[src/rtl/io_interrupt_unit_pkg.sv]
// Shared constants for the I/O and interrupt unit: bus-select codes and default widths.
package io_interrupt_unit_pkg;

  localparam int unsigned IO_WIDTH_DEFAULT   = 8;
  localparam int unsigned DATA_WIDTH_DEFAULT = 16;

  localparam logic [2:0] SEL_NONE = 3'd0;
  localparam logic [2:0] SEL_AR   = 3'd1;
  localparam logic [2:0] SEL_PC   = 3'd2;
  localparam logic [2:0] SEL_DR   = 3'd3;
  localparam logic [2:0] SEL_AC   = 3'd4;
  localparam logic [2:0] SEL_IR   = 3'd5;
  localparam logic [2:0] SEL_TR   = 3'd6;
  localparam logic [2:0] SEL_MEM  = 3'd7;

endpackage

[src/rtl/io_flag_port.sv]
// Data register plus a "full" flag: a write loads the register and marks it full,
// a read marks it empty. A write in the same cycle as a read wins.
module io_flag_port #(
  parameter int unsigned WIDTH = 8
) (
  input  logic             CLK,
  input  logic             RST_N,
  input  logic             wr_en,
  input  logic [WIDTH-1:0] wr_data,
  input  logic             rd_en,
  output logic             full,
  output logic [WIDTH-1:0] data
);

  always_ff @(posedge CLK or negedge RST_N) begin
    if (!RST_N) begin
      full <= 1'b0;
      data <= '0;
    end else if (wr_en) begin
      full <= 1'b1;
      data <= wr_data;
    end else if (rd_en) begin
      full <= 1'b0;
    end
  end

endmodule

[src/rtl/io_interrupt_unit.sv]
// I/O flags, INPR/OUTR and the interrupt cycle (R, IEN, RT0..RT2 micro-ops) for the basic computer.
module io_interrupt_unit
  import io_interrupt_unit_pkg::*;
#(
  parameter int unsigned IO_WIDTH   = IO_WIDTH_DEFAULT,
  parameter int unsigned DATA_WIDTH = DATA_WIDTH_DEFAULT
) (
  input  logic                  CLK,
  input  logic                  RST_N,
  input  logic [15:0]           T,
  input  logic [DATA_WIDTH-1:0] AC,
  input  logic                  set_IEN,
  input  logic                  clrIEN,
  input  logic                  clrFGI,
  input  logic                  ldOUTR,
  input  logic                  in_valid,
  input  logic [IO_WIDTH-1:0]   in_data,
  output logic                  in_ready,
  output logic                  out_valid,
  output logic [IO_WIDTH-1:0]   out_data,
  input  logic                  out_ready,
  output logic [IO_WIDTH-1:0]   INPR,
  output logic                  FGI,
  output logic                  FGO,
  output logic                  IEN,
  output logic                  R,
  output logic [2:0]            int_s,
  output logic                  int_clrAR,
  output logic                  int_ldTR,
  output logic                  int_memwrite,
  output logic                  int_clrPC,
  output logic                  int_inrPC,
  output logic                  int_INC,
  output logic                  int_CLR
);

  logic in_full, out_full;
  logic rt0, rt1, rt2;
  logic unused_bits;

  assign unused_bits = ^{AC[DATA_WIDTH-1:IO_WIDTH], T[15:3]};

  io_flag_port #(.WIDTH(IO_WIDTH)) u_in_port (
    .CLK     (CLK),
    .RST_N   (RST_N),
    .wr_en   (in_valid & ~in_full),
    .wr_data (in_data),
    .rd_en   (clrFGI),
    .full    (in_full),
    .data    (INPR)
  );

  // Output side stores "OUTR holds an unsent byte", which is the inverse of FGO.
  io_flag_port #(.WIDTH(IO_WIDTH)) u_out_port (
    .CLK     (CLK),
    .RST_N   (RST_N),
    .wr_en   (ldOUTR),
    .wr_data (AC[IO_WIDTH-1:0]),
    .rd_en   (out_full & out_ready),
    .full    (out_full),
    .data    (out_data)
  );

  assign FGI       = in_full;
  assign FGO       = ~out_full;
  assign in_ready  = ~in_full;
  assign out_valid = out_full;

  assign rt0 = R & T[0];
  assign rt1 = R & T[1];
  assign rt2 = R & T[2];

  always_ff @(posedge CLK or negedge RST_N) begin
    if (!RST_N) begin
      IEN <= 1'b0;
      R   <= 1'b0;
    end else begin
      if (rt2) begin
        IEN <= 1'b0;
      end else if (set_IEN) begin
        IEN <= 1'b1;
      end else if (clrIEN) begin
        IEN <= 1'b0;
      end
      // Never raise R inside a fetch phase, so the sequence always starts at a clean T0.
      if (rt2) begin
        R <= 1'b0;
      end else if (~|T[2:0] && IEN && (FGI || FGO)) begin
        R <= 1'b1;
      end
    end
  end

  always_comb begin
    int_s        = SEL_NONE;
    int_clrAR    = 1'b0;
    int_ldTR     = 1'b0;
    int_memwrite = 1'b0;
    int_clrPC    = 1'b0;
    int_inrPC    = 1'b0;
    int_INC      = 1'b0;
    int_CLR      = 1'b0;
    if (rt0) begin
      int_s     = SEL_PC;
      int_ldTR  = 1'b1;
      int_clrAR = 1'b1;
      int_INC   = 1'b1;
    end else if (rt1) begin
      int_s        = SEL_TR;
      int_memwrite = 1'b1;
      int_clrPC    = 1'b1;
      int_INC      = 1'b1;
    end else if (rt2) begin
      int_inrPC = 1'b1;
      int_CLR   = 1'b1;
    end
  end

endmodule

[config.mk]
export PLATFORM = sky130hd
export DESIGN_NAME = io_interrupt_unit
export DESIGN_NICKNAME = d
export VERILOG_FILES = /design/src/rtl/io_interrupt_unit_pkg.sv /design/src/rtl/io_flag_port.sv /design/src/rtl/io_interrupt_unit.sv
export SDC_FILE = /design/constraint.sdc
export NUM_CORES = 1
export LEC_CHECK = 0
export ABC_AREA = 1
export CAP_MARGIN = 40
export CORE_ASPECT_RATIO = 1.25
export CORE_UTILIZATION = 27
export DETAILED_ROUTE_END_ITERATION = 6
export PLACE_DENSITY = 0.84
export SKIP_CTS_REPAIR_TIMING = 1
export SLEW_MARGIN = 0
export SYNTH_ARGS = -nofsm -noshare
export SYNTH_HDL_FRONTEND = slang
export SYNTH_SLANG_ARGS = --single-unit
[constraint.sdc]
create_clock -name CLK -period 0.92 [get_ports CLK]
set_input_delay 0.184 -clock CLK [delete_from_list [all_inputs] [get_ports CLK]]
set_output_delay 0.184 -clock CLK [all_outputs]
set_load 0.005 [all_outputs]
After elaboration in Yosys (flattened, before gate mapping)
Cells that the tools add are included.
{"block": "classes", "eq_ne": 0, "multipliers": 0, "bitwise_logic": 7, "order_cmp": 0, "n_addsub": 0, "n_div": 0, "shift": 0, "muxes": 18, "n_reduce_logical": 9}
{"operator": "1-bit 2-to-1 mux", "count": 16}
{"operator": "3-bit 2-to-1 mux", "count": 2}
{"operator": "2-bit nonzero test", "count": 3}
{"operator": "1-bit bitwise AND", "count": 5}
{"operator": "3-bit nonzero test", "count": 1}
{"operator": "3-bit OR reduction", "count": 1}
{"operator": "1-bit logical AND", "count": 2}
{"operator": "1-bit inverter", "count": 2}
{"operator": "1-bit logical NOT", "count": 1}
{"operator": "1-bit logical OR", "count": 1}
{"block": "word_totals", "input_bits": 48, "output_inout_bits": 32, "rom_bits": 0, "latch_bits": 0, "memories": 0, "ramBits": 0, "ff_bits": 20, "elab_cells": 40}

Depth between registers and ports, before layout
Gate-level depths: netlist of run 1.
{"block": "depth", "depth_word": 6, "depth_mapped": 4, "mapped_depth_nobuf": 4}

Hierarchy
A second synthesis of run 1 with hierarchy kept.
{"block": "hier_totals", "cells_unflattened": 109, "hier_area_um2": 882.1}
{"mod": "io_flag_port", "instances": 2, "seq_area_each_um2": 225.2, "cells_each": 38, "area_per_inst_um2": 341.6}
{"mod": "io_interrupt_unit", "instances": 1, "seq_area_each_um2": 50.0, "cells_each": 33, "area_per_inst_um2": 198.9}

Worst setup path after synthesis of run 1
Ideal clock, no wire load.
{"block": "synth_path", "path_type": "reg2out", "from": "register R", "to": "output port int_memwrite", "slack_ps": -124, "path_buffers": 1, "arrival_ps": 860, "required_ps": 736, "stages_incl_launch_ff": 5, "cell_sequence": "dfrtp_1 nand2_1 inv_1 nor2_1 buf_4"}
{"block": "synth_via", "elab_chain_cells": 3, "elab_cells_between_ends": 4, "cone_classes": "mux: 2; bitwise: 2"}
{"element": "from (decl)", "line_no": "io_interrupt_unit.sv:26", "rtl": "output logic R,"}
{"element": "from (signal assigned)", "line_no": "io_interrupt_unit.sv:76", "rtl": "R <= 1'b0;"}
{"element": "from (signal assigned)", "line_no": "io_interrupt_unit.sv:87", "rtl": "R <= 1'b0;"}
{"element": "from (signal assigned)", "line_no": "io_interrupt_unit.sv:89", "rtl": "R <= 1'b1;"}
{"element": "1-bit bitwise AND", "line_no": "io_interrupt_unit.sv:70", "rtl": "assign rt1 = R & T[1];"}
{"element": "1-bit 2-to-1 mux"}
{"element": "1-bit 2-to-1 mux *"}
{"element": "to (decl)", "line_no": "io_interrupt_unit.sv:30", "rtl": "output logic int_memwrite,"}
Every way passes the cells marked *; elsewhere a longest branch is shown, timed or not.

Final worst setup path of run 1
{"block": "layout_path", "from": "register R", "to": "output port int_clrPC"}
{"block": "layout_via", "elab_chain_cells": 3, "elab_cells_between_ends": 4, "cone_classes": "mux: 2; bitwise: 2"}
{"element": "1-bit bitwise AND", "line_no": "io_interrupt_unit.sv:70"}
{"element": "1-bit 2-to-1 mux", "line_no": "io_interrupt_unit.sv:108", "rtl": "end else if (rt1) begin"}
{"element": "1-bit 2-to-1 mux *", "line_no": "io_interrupt_unit.sv:103", "rtl": "if (rt0) begin"}
{"element": "to (decl)", "line_no": "io_interrupt_unit.sv:31", "rtl": "output logic int_clrPC,"}
Marks and branches as above.

==> flow_summary.yaml, run 1 <==
sta:
  finalHoldViolations: 0
  fin_ws_ns: -0.4134
  setup-violations-final: 41
  rsz0062_at_grt: "yes"
  post-route-min-period_ns: 1.333
  clock.fmax_ghz: 0.7500
  setup_tns_ns: -6.143
  slew_viol_final: 0
  fin_crit_sh_pct: 144.9
  fin_hold_ws_ns: 0.2193
  skew_ns: 0.009875
drt:
  wl_um: 2338
  post_drt_wl_per_cell_um: 11.19
  first_pass_iters: 3
  vias: 893
  drt_iter0_markers: 5
  viasPerCell: 4.273
  detail-route-antenna-nets: 0
  route.detailed.drc: 0
global_routing:
  grt_max_degree: 21
  globalRouteOverflowTotal: 0
  track_usage_pct: 12.55
  grt_pass1_wl_um: 3270
  grt_pass1_vias: 760
  antenna_found_initial: 0
yosys:
  synth-edff-count: 0
  synthDistinctLibCells: 16
  synth_nets: 150
  yosysWarnings: 0
  ys_ff_latch: 20
  yosysMostFrequentCell: "nand2_1"
  synth_top_area_share_pct: 56.42
  yosysTopAreaCell: "dfrtp_1"
  syn_inst: 102
  synth_seq_area_share_pct: 56.42
  yosys_most_used_dff: "dfrtp_1"
  syn-cell-area_um2: 887.1
  yosys-top-cells-count: "45 x nand2_1, 20 x dfrtp_1, 9 x nand3_1"
  synth_area_leaders: "dfrtp_1 56%, nand2_1 19%, buf_4 5.9%, nand3_1 5.1%, nor2_1 2.5%"
  avgSynthCellArea_um2: 8.697
  async_flop_share_pct: 100.0
cts:
  clkLatencyLatePin_ns: 0.29
  cts_buffers: 3
  htreeDepth: 1
  cts_sinks: 20
  cts_buffer_depth: 2
  cts_root_buf: "clkbuf_4"
  cts_tree: "built"
  clk_pin_slew_ns: 0.11
hold_path:
  hp-class: "in -> async"
cells_and_area:
  syn2layout_area_growth_pct: 85.75
  final_nets: 223
  final_layout_size_suffix_gt1_share_pct: 50.29
  num-fill-cells: 283
  n_antenna_cell: 0
floorplan:
  dieHeight_um: 66.09
  io_pins: 80
  rows: 22
  dieWidth_um: 53.27
  die_area_um2: 3520
  core_um2: 3028
  initial_core_util_pct: 29.30
place:
  dp_hpwl_um: 1539
  place.port_buffers: 57
  place_congestion: 0.7290
critical_path:
  start_kind: "flop"
  required_ns: 0.74
  arrival_ns: 1.15
  end_kind: "output pin"
  crit_fanout: 3
  reg2regPathDepth: 6
  r2r_start: "u_in_port.full$_DFFE_PN0P_"
  crit_path_start: "R$_DFFE_PN0P_"
  worstSetupPathType: "reg -> out"
outcome:
  violations: "negative setup slack"
  status: "finished, violations left"
pwr:
  power.density_nw_per_um2: 1642
  vdd_drop_max_v: 0.0008396
  power.leakage_uw: 0.0008804
flow_run:
  maxCapViolCount: 0
-- critical path: stages (launching register included) --
cell      delay [ns]
dfrtp_1         0.41
buf_6           0.14
nand2_4         0.08
inv_4           0.04
nor2_4          0.08
clkbuf_2        0.12
-- flip-flops by register name (all words and copies together), names as in the netlist --
name	cells
u_in_port.data	8
IEN	1
u_out_port.full	1
u_out_port.data	8
R	1
u_in_port.full	1
-- routing by layer --
layer	vias to the layer above	track usage, %	wire [um]
li1	450	-	-
met1	406	14.55	925
met2	35	21.41	1222
met3	2	2.529	166
met4	0	5.921	23
met5	-	0	0
-- cells by family after synthesis --
kind of cell,count (synthesis),synth area share (%)
buffers and inverters,16,12.13
other,1,0.4227
DFF,20,56.42
and+or+nand+nor,62,28.49
AOI/OAI and AO/OA,3,2.539
-- per-stage QoR --
stage	std cells	util, %	setup WS [ns]	power (uW)	instance area, um^2
after global routing	209	54.42	-0.4862	2903	1648
final	209	54.42	-0.4134	2705	1648
after floorplan	102	-	-0.05864	1532	899.6
after CTS	198	50.83	-0.8036	2581	1539
after detailed placement	195	50.08	-0.7125	2181	1516
after global placement	195	50.08	-0.6756	2164	1516
-- layout make-up --
type / count / area (um^2) / share of cell area (%)
Timing Repair Buffer: 76 / 624.3 / 37.89
Sequential cell: 20 / 500.5 / 30.37
Multi-Input combinational cell: 67 / 416.7 / 25.28
Tap cell: 36 / 45.04 / 2.733
Inverter: 7 / 38.79 / 2.354
Clock buffer: 3 / 22.52 / 1.367
-- final timing paths --
path	endpoint	slack [ns]
min in group CLK	R$_DFFE_PN0P_	0.32
hold reg to reg	u_out_port.data[7]$_DFFE_PN0P_	0.48
setup / recovery	int_clrPC	-0.41
setup reg to reg	u_in_port.data[4]$_DFFE_PN0P_	-0.12
max in group asynchronous	u_out_port.data[1]$_DFFE_PN0P_	0.56
hold / removal	u_in_port.data[6]$_DFFE_PN0P_	0.22
-- cell usage in the layout, fill, tap and decap left out, types with 3 or more instances in the layout --
master and n:
clkdlybuf4s50_1 24, nand2_1 30, nor2_1 5, nand3_2 7, buf_4 11, nand2_2 11, clkbuf_4 3, buf_6 5
nand2_4 4, dfrtp_1 20, clkbuf_2 29
-- report_power, final --
part | internal (uW) | total [uW] | switching [uW]
clock network | 152 | 387 | 235
logic | 665 | 1200 | 536
registers | 1020 | 1120 | 94.9
total | 1840 | 2700 | 866
Power figures use the tool's default switching activity.
==> inputs of run 2 (changes only) <==
--- a/config.mk
+++ b/config.mk
@@ -6,11 +6,13 @@
 export NUM_CORES = 1
 export LEC_CHECK = 0
 export ABC_AREA = 1
+export ABC_CLOCK_PERIOD_IN_PS = 920
 export CAP_MARGIN = 40
 export CORE_ASPECT_RATIO = 1.25
 export CORE_UTILIZATION = 27
 export DETAILED_ROUTE_END_ITERATION = 6
 export PLACE_DENSITY = 0.84
+export SETUP_SLACK_MARGIN = 0.4
 export SKIP_CTS_REPAIR_TIMING = 1
 export SLEW_MARGIN = 0
 export SYNTH_ARGS = -nofsm -noshare
==> run 2 against run 1 <==
Against the previous run:
- the run still ends with negative setup slack left
- global-route usage rose by 1.2 points
- power grew 16%
- sequential power about the same
- routed wire length up 19%
- first-iteration DRC count is 100% higher
- highest routed layer unchanged
- critical path type unchanged
- largest power group unchanged
- critical path depth unchanged
- utilization rose by 3.3 points
- worst hold slack worse by 0.0072 ns
- cell area increased by 6.0%
==> flow_summary.yaml, run 2 (synthesis results as in run 1) <==
outcome:
  status: "finished, violations left"
  violations: "negative setup slack"
sta:
  post-route-min-period_ns: 1.387
  setup_tns_ns: -7.322
  fin_crit_sh_pct: 150.8
  clock.fmax_ghz: 0.7208
  fin_ws_ns: -0.4674
  slew_viol_final: 0
  skew_ns: 0.0008105
  finalHoldViolations: 0
  setup-violations-final: 42
  rsz0062_at_grt: "yes"
cts:
  cts_root_buf: "clkbuf_4"
  cts_buffer_depth: 2
  cts_buffers: 3
  cts_sinks: 20
  clk_pin_slew_ns: 0.11
  htreeDepth: 1
  clkLatencyLatePin_ns: 0.29
  cts_tree: "built"
cells_and_area:
  final_cell_mix: "31 x nand2_1, 25 x clkdlybuf4s50_1, 23 x clkbuf_2"
  syn2layout_area_growth_pct: 96.90
  final_common_cell: "nand2_1"
  n_antenna_cell: 0
  final_nets: 225
  largestRegisters: "u_in_port.data (8), u_out_port.data (8)"
  final_layout_size_suffix_gt1_share_pct: 50.57
critical_path:
  end_kind: "output pin"
  max_stage_delay_ns: 0.45
  start_kind: "flop"
  required_ns: 0.74
  slowest_stage: "dfrtp_2"
  worstSetupPathType: "reg -> out"
  r2r_start: "u_in_port.full$_DFFE_PN0P_"
  crit_fanout: 3
  crit_path_start: "R$_DFFE_PN0P_"
  cp_top_family: "flip-flops"
  critPathBufInv: 3
  arrival_ns: 1.20
  cp_cell_sequence: "buf_6 -> nand2_4 -> inv_4 -> nor2_4 -> clkbuf_2"
floorplan:
  dieHeight_um: 66.09
  io_pins: 80
  die_area_um2: 3520
  core_um2: 3028
  rows: 22
  initial_core_util_pct: 29.30
  dieWidth_um: 53.27
drt:
  post_drt_wl_per_cell_um: 13.14
  vias: 932
  drt_iter0_markers: 10
  first_pass_iters: 4
  detail-route-antenna-nets: 0
  viasPerCell: 4.396
  wl_um: 2786
  route.detailed.drc: 0
pwr:
  p_int_uw: 2202
  p_comb_share_pct: 41.5
  power.density_nw_per_um2: 1802
  netSwitchingFraction_pct: 30.05
  p_clk_share_pct: 22.3
  seq_power_share_pct: 36.1
  power.leakage_uw: 0.0009555
  vdd_drop_max_v: 0.001025
  switchingPower_uw: 945.9
place:
  place_congestion: 0.6054
  pre_cts_ws_ns: -0.7349
  dp_hpwl_um: 1886
  place.port_buffers: 57
global_routing:
  antenna_found_initial: 0
  grt_pass1_wl_um: 3525
  globalRouteOverflowTotal: 0
  grt_max_degree: 21
  grt_pass1_vias: 848
  track_usage_pct: 13.77
hold_path:
  hold_start: "ldOUTR"
  hp-class: "in -> reg"
flow_run:
  maxCapViolCount: 0
## run 2: cell count changes in the layout (fill, tap and decap cells not counted), sizes merged
cell | previous run | this run
clkbuf | 33 | 26
buf | 20 | 25
dlymetal6s2s | 2 | 5
bufinv | 0 | 1
clkdlybuf4s50 | 24 | 25
## run 2: final timing paths
check	endpoint	slack, ns	cells past startpoint
worst max-delay path	int_clrPC	-0.47	5
max in group asynchronous	R$_DFFE_PN0P_	0.55	2
worst min register to register	u_out_port.data[3]$_DFFE_PN0P_	0.48	2
min in group asynchronous	u_in_port.data[6]$_DFFE_PN0P_	0.23	2
worst min-delay path	u_out_port.data[0]$_DFFE_PN0P_	0.21	3
worst max register to register	u_in_port.data[6]$_DFFE_PN0P_	-0.13	6
## run 2: power by group through the flow
stage | logic [uW] | clock network (uW) | registers (uW)
after CTS | 1070 | 730 | 1120
after global placement | 1020 | 0 | 1120
after global routing | 1410 | 769 | 1150
after floorplan | 415 | 0 | 1140
final | 1310 | 703 | 1140
after detailed placement | 1060 | 0 | 1130
## run 2: final cells by class
| class | instances | area (um^2) |
|---|---|---|
| fillers | 265 | 1281 |
| repair buffers | 78 | 684.4 |
| flip-flops and latches | 20 | 501.7 |
| multi-input cells | 67 | 429.2 |
| well taps | 36 | 45.04 |
| inverters | 7 | 33.78 |
| clock inverters | 1 | 30.03 |
| clock buffers | 3 | 22.52 |
## run 2: per-stage QoR
| step | cells | total power, uW | util [%] | hold WS, ns | area, um^2 |
|---|---|---|---|---|---|
| 2_1_floorplan | 102 | 1554 | - | -0.1116 | 943.4 |
| 3_3_place_gp | 193 | 2146 | 50.91 | 0.4515 | 1541 |
| 3_5_place_dp | 193 | 2197 | 50.91 | 0.4552 | 1541 |
| 4_1_cts | 197 | 2912 | 52.64 | 0.2181 | 1594 |
| 5_1_grt | 212 | 3331 | 57.69 | 0.2117 | 1747 |
| 6_report | 212 | 3148 | 57.69 | 0.2121 | 1747 |
## run 2: layer usage
layer  GRT usage (%)  vias to the layer above  wire, um
li1                -                      454         -
met1           13.82                      440      1091
met2           26.09                       36      1477
met3           2.759                        2       205
met4           5.921                        0        12
met5               0                        -         0
## run 2: worst register-to-register path: stages (launching register included)
cell	delay, ns
dfrtp_1	0.42
buf_6	0.13
inv_4	0.05
buf_12	0.14
nand2_4	0.08
nand2_1	0.08
nand2_1	0.06
